$ cat config.mk
export PLATFORM = sky130hd
export DESIGN_NAME = xgmii_lpbk_channel
export DESIGN_NICKNAME = d
export VERILOG_FILES = /design/src/rtl/xgmii_lpbk_channel.sv
export SDC_FILE = /design/constraint.sdc
export NUM_CORES = 1
export LEC_CHECK = 0
export CORE_MARGIN = 3
export CORE_UTILIZATION = 40
export CTS_CLUSTER_DIAMETER = 100
export CTS_CLUSTER_SIZE = 8
export DETAILED_ROUTE_END_ITERATION = 10
export HOLD_SLACK_MARGIN = 0.08
export PLACE_DENSITY_LB_ADDON = 0.2
export SYNTH_ARGS = -nofsm -noshare
export SYNTH_HDL_FRONTEND = slang
export SYNTH_SLANG_ARGS = --single-unit
export TNS_END_PERCENT = 50
$ cat constraint.sdc
create_clock -name clk_156m25 -period 2.9 [get_ports clk_156m25]
set_input_delay 0.58 -clock clk_156m25 [delete_from_list [all_inputs] [get_ports clk_156m25]]
set_output_delay 0.58 -clock clk_156m25 [all_outputs]
set_load 0.02 [all_outputs]
$ cat src/rtl/xgmii_lpbk_channel.sv
// ---------------------------------------------------------------------------
// xgmii_lpbk_channel
//   XGMII TX->RX channel for the MAC top/bench. The RX stream is taken either
//   from the MAC's own TX (loopback) or from an external source. Mode changes
//   are deferred until the active source presents an IDLE word, so a frame is
//   never cut short or merged with another. The chosen stream goes through a
//   fixed DELAY-cycle pipeline. One armed error injection turns a single data
//   byte into /E/. Saturating counters track /S/ words on the output and the
//   injections that have been applied.
//
// Ports
//   clk_156m25    in   clock; all logic runs on its rising edge
//   reset_156m25  in   synchronous, active-high reset
//   xgmii_txd/txc in   MAC TX word (loopback source)
//   ext_rxd/rxc   in   external RX word
//   lpbk_en       in   requested mode (1 = loopback, 0 = external)
//   err_inj_req   in   pulse that arms one injection on lane err_lane
//   err_lane      in   lane to corrupt, latched when the request arms
//   xgmii_rxd/rxc out  delayed RX word to the MAC
//   lpbk_active   out  mode currently in effect
//   err_inj_done  out  pulse one cycle after an injection is applied
//   sop_count     out  saturating count of output words containing /S/
//   err_count     out  saturating count of injections applied
//
// Mode FSM
//   state     | meaning
//   ST_EXT    | external source selected
//   ST_PEND_L | loopback requested, waiting for external IDLE
//   ST_LPBK   | loopback source selected
//   ST_PEND_E | external requested, waiting for TX IDLE
// ---------------------------------------------------------------------------
module xgmii_lpbk_channel #(
  parameter int NUM_LANES    = 8,
  parameter int DELAY        = 4,
  parameter int CNT_W        = 16,
  parameter bit LPBK_DEFAULT = 1'b1
) (
  input  logic                         clk_156m25,
  input  logic                         reset_156m25,
  input  logic [8*NUM_LANES-1:0]       xgmii_txd,
  input  logic [NUM_LANES-1:0]         xgmii_txc,
  input  logic [8*NUM_LANES-1:0]       ext_rxd,
  input  logic [NUM_LANES-1:0]         ext_rxc,
  input  logic                         lpbk_en,
  input  logic                         err_inj_req,
  input  logic [$clog2(NUM_LANES)-1:0] err_lane,
  output logic [8*NUM_LANES-1:0]       xgmii_rxd,
  output logic [NUM_LANES-1:0]         xgmii_rxc,
  output logic                         lpbk_active,
  output logic                         err_inj_done,
  output logic [CNT_W-1:0]             sop_count,
  output logic [CNT_W-1:0]             err_count
);

  localparam int DW = 8 * NUM_LANES;
  localparam int LW = $clog2(NUM_LANES);
  localparam logic [DW-1:0]        IDLE_D = {NUM_LANES{8'h07}};
  localparam logic [NUM_LANES-1:0] IDLE_C = '1;

  typedef enum logic [1:0] {
    ST_EXT    = 2'd0,
    ST_PEND_L = 2'd1,
    ST_LPBK   = 2'd2,
    ST_PEND_E = 2'd3
  } state_t;

  state_t state, state_nxt;

  logic [DW-1:0]        src_d;
  logic [NUM_LANES-1:0] src_c;
  logic                 src_idle;
  logic                 src_is_tx;

  logic                 armed;
  logic [LW-1:0]        lane_q;
  logic                 inj_hit;
  logic [DW-1:0]        inj_d;
  logic [NUM_LANES-1:0] inj_c;

  logic [DW-1:0]        pipe_d [DELAY];
  logic [NUM_LANES-1:0] pipe_c [DELAY];
  logic                 out_sop;

  // The pending states keep the old source until the switch point.
  assign src_is_tx   = (state == ST_LPBK) || (state == ST_PEND_E);
  assign lpbk_active = src_is_tx;
  assign src_d       = src_is_tx ? xgmii_txd : ext_rxd;
  assign src_c       = src_is_tx ? xgmii_txc : ext_rxc;
  assign src_idle    = (src_c == IDLE_C) && (src_d == IDLE_D);

  always_ff @(posedge clk_156m25) begin
    if (reset_156m25) state <= LPBK_DEFAULT ? ST_LPBK : ST_EXT;
    else              state <= state_nxt;
  end

  always_comb begin
    state_nxt = state;
    case (state)
      ST_EXT:    if (lpbk_en)       state_nxt = ST_PEND_L;
      ST_PEND_L: if (!lpbk_en)      state_nxt = ST_EXT;
                 else if (src_idle) state_nxt = ST_LPBK;
      ST_LPBK:   if (!lpbk_en)      state_nxt = ST_PEND_E;
      ST_PEND_E: if (lpbk_en)       state_nxt = ST_LPBK;
                 else if (src_idle) state_nxt = ST_EXT;
      default:                      state_nxt = ST_EXT;
    endcase
  end

  // Only data lanes are eligible; a control lane is left alone.
  assign inj_hit = armed && !src_c[lane_q];

  always_comb begin
    inj_d = src_d;
    inj_c = src_c;
    for (int i = 0; i < NUM_LANES; i++) begin
      if (inj_hit && (lane_q == LW'(i))) begin
        inj_d[8*i +: 8] = 8'hFE;
        inj_c[i]        = 1'b1;
      end
    end
  end

  // Arming and applying are mutually exclusive, so a request that coincides
  // with an eligible word only takes effect on a later word.
  always_ff @(posedge clk_156m25) begin
    if (reset_156m25) begin
      armed        <= 1'b0;
      lane_q       <= '0;
      err_inj_done <= 1'b0;
    end else begin
      err_inj_done <= inj_hit;
      if (inj_hit) begin
        armed <= 1'b0;
      end else if (err_inj_req && !armed) begin
        armed  <= 1'b1;
        lane_q <= err_lane;
      end
    end
  end

  always_ff @(posedge clk_156m25) begin
    if (reset_156m25) begin
      for (int i = 0; i < DELAY; i++) begin
        pipe_d[i] <= IDLE_D;
        pipe_c[i] <= IDLE_C;
      end
    end else begin
      pipe_d[0] <= inj_d;
      pipe_c[0] <= inj_c;
      for (int i = 1; i < DELAY; i++) begin
        pipe_d[i] <= pipe_d[i-1];
        pipe_c[i] <= pipe_c[i-1];
      end
    end
  end

  assign xgmii_rxd = pipe_d[DELAY-1];
  assign xgmii_rxc = pipe_c[DELAY-1];

  always_comb begin
    out_sop = 1'b0;
    for (int i = 0; i < NUM_LANES; i++) begin
      if (xgmii_rxc[i] && (xgmii_rxd[8*i +: 8] == 8'hFB)) out_sop = 1'b1;
    end
  end

  always_ff @(posedge clk_156m25) begin
    if (reset_156m25) begin
      sop_count <= '0;
      err_count <= '0;
    end else begin
      if (out_sop && (sop_count != '1)) sop_count <= sop_count + CNT_W'(1);
      if (inj_hit && (err_count != '1)) err_count <= err_count + CNT_W'(1);
    end
  end

endmodule

==> metrics.csv <==
metric,value,unit
outcome,"finished, final reports clean",
cts_root_buf,clkbuf_16,
crit_buf_inv,2,
layout_commonest_cell,dfxtp_1,
fin_skew,0.0202,ns
timing.final.crit_share,93.3,%
grt_max_degree,132,
cts_hold_buf,0,
die_area,29600,um2
port_buffers,256,
async_flop_share,0,%
via_per_inst,4.90,
ios,257,
fp.dieW,172,um
crit_path_end_kind,primary output,
cp.required,2.32,ns
core,27000,um2
grt_overflow_total,0,
critPathTopFamily,buffers and inverters,
antenna_found_initial,0,
via_count,8111,
gp_congestion,0.880,
drt-total-wl,29200,um
area_delta_synth_final,38.2,%
start_util,40.7,%
ys_warn_count,0,
syn-cell-area,11000,um2
cts_buffers,46,
crit_slowest_cell,clkdlybuf4s50_1,
seq_area_frac_synth,59.4,%
drtPass1Iterations,5,
cts_tree,built,
min_path_type,reg -> reg,
hpwl,22500,um
pwr-share-comb,6.4,%
hold_violations,0,
cts_sinks,327,
drc,0,
finalMaxSlewViolations,0,
cellPowerDensity,652,nW/um2
ys_types,54,
htree_num_levels,2,
cp-start-kind,register,
path_cells,buf_4 -> clkdlybuf4s50_1,
power.internal,7850,uW
cts_buffer_depth,3,
cts_setup_buffers,0,
wl_per_cell,17.7,um
worst_slew_pin_slew,0.792,ns
ir_drop,435,uV
synthCells,1034,
avgSynthCellArea,10.7,um2
net-switching-power,2060,uW
drive_gt1_share,14.5,%
synth_edf_count,0,
grt_pass1_wl,44300,um
fin_nets,1464,
share_seq_of_total_power,47.5,%
setup_violations,0,
postPlaceCellArea,14000,um2
critPathMaxFanout,29,
maxCapViolCount,0,
layout_common_cells,"326 x dfxtp_1, 255 x clkdlybuf4s50_1, 125 x nor2b_1, 96 x or2_2, 69 x mux2i_1",
syn_nets,1187,
criticalPathCategory,reg -> out,
p_leak,0.00610,uW
cp_data_arrival_time,2.13,ns
grt.total_usage,19.3,%
grt_pass1_vias,7999,
rsz0062_at_grt,no,
drt_iter0_drc,348,
swShare,20.8,%
cp_slowest_stage_delay,0.65,ns
rrSetupSlack,0.37,ns
pwr-share-clk,46.0,%
die_y,172,um
finalInstanceArea,15200,um2
antenna_cells,0,
fin_crit,2.71,ns
antenna_left,0,
post_cts_resized,0,
synth_seq_cells,327,
clock_latency,0.53,ns
post-route-util,56.3,%
row_count,60,
synthFlopType,dfxtp_1,
relSlewSlack,47.2,%
clkTransAtPathRegs,0.06,ns
fmax,370,MHz
[cell families (layout without fill, tap and decap cells)]
kind of cell	count (synthesis)	after routing	share of synthesized area [%]
mux	80	80	7.50
fa+ha+maj	2	2	0.227
xor+xnor	7	7	0.557
flops	327	327	59.4
compound gates	118	118	6.56
simple gates	438	438	23.3
buf+inv	62	342	2.42
[worst register-to-register path, stage by stage, from the launching register on]
cell	delay (ns)
dfxtp_1	0.67
mux2i_1	0.27
mux4_2	0.28
and3b_4	0.22
buf_4	0.18
nor2_1	0.07
or4b_2	0.60
a21oi_1	0.16
[registers in the layout, summed over array words and instances, names as in the netlist, named ones only]
register / cells
armed: 1
err_count: 16
err_inj_done: 1
lane_q: 3
pipe_c: 32
pipe_d: 256
sop_count: 16
state: 1
[path summary, 6_finish.rpt]
path,from,endpoint,cells past startpoint
max,register,lpbk_active,2
min,pipe_d[2][57]$_SDFF_PP1_,pipe_d[3][57]$_SDFF_PP1_,1
max reg2reg,lane_q[0]$_SDFFE_PP0P_,err_count[14]$_SDFFE_PP0P_,7
min reg2reg,pipe_d[2][57]$_SDFF_PP1_,pipe_d[3][57]$_SDFF_PP1_,1
[cell type report]
type	count	area, um2
fill	2423	11800
sequential	327	6550
multi-input combinational	645	4200
timing repair buffer	281	2790
clock buffer	49	1180
tap	341	427
inverter	10	37.5
clock inverter	2	28.8
[per-layer routing]
layer,wire length [um],up-vias,part of all wire [%],global-route usage [%]
li1,-,4067,-,-
met2,12500,293,43,29.3
met1,13600,3692,47,26.4
met5,0,-,0,0
met4,1030,0,3.5,8.02
met3,2100,59,7.2,4.96
[through the flow]
stage / hold WS, ns / setup slack (ns) / cells / power (uW) / TNS (ns)
2_1_floorplan: 0.389 / 0.654 / 1034 / 5050 / 0
3_3_place_gp: 0.392 / -0.108 / 1604 / 5430 / -0.133
3_5_place_dp: 0.392 / -0.0885 / 1604 / 5430 / -0.172
4_1_cts: 0.393 / 0.169 / 1655 / 10000 / 0
5_1_grt: 0.409 / 0.109 / 1655 / 10300 / 0
6_report: 0.395 / 0.195 / 1655 / 9910 / 0
[cell usage after synthesis (3+ instances only)]
cell type	instances	area, um2
nor4_1	23	144
o31ai_1	7	52.6
o21ai_1	5	25.0
nand4_1	19	119
buf_2	6	30.0
nand2_1	62	233
xnor2_1	5	43.8
mux2_2	10	113
mux2i_1	69	691
or2_2	96	601
a31o_2	3	26.3
nor4b_1	10	87.6
nand3_1	20	100
and3_1	6	37.5
a21o_1	9	67.6
nor3_1	9	45.0
nand4b_1	4	35.0
or3_1	10	62.6
dfxtp_1	327	6550
nand2b_1	5	31.3
nor2_1	27	101
o21ai_0	8	40.0
a21oi_1	68	340
inv_1	10	37.5
or4_1	10	75.1
nor2b_1	125	782
clkbuf_1	43	161
[power groups by stage]
stage | logic [uW] | registers [uW] | clock network, uW
4_1_cts | 639 | 4710 | 4680
2_1_floorplan | 253 | 4800 | 0
5_1_grt | 687 | 4720 | 4850
3_3_place_gp | 632 | 4800 | 0
3_5_place_dp | 637 | 4800 | 0
6_report | 638 | 4710 | 4560
Note: power is estimated with default switching activity, not from simulation.
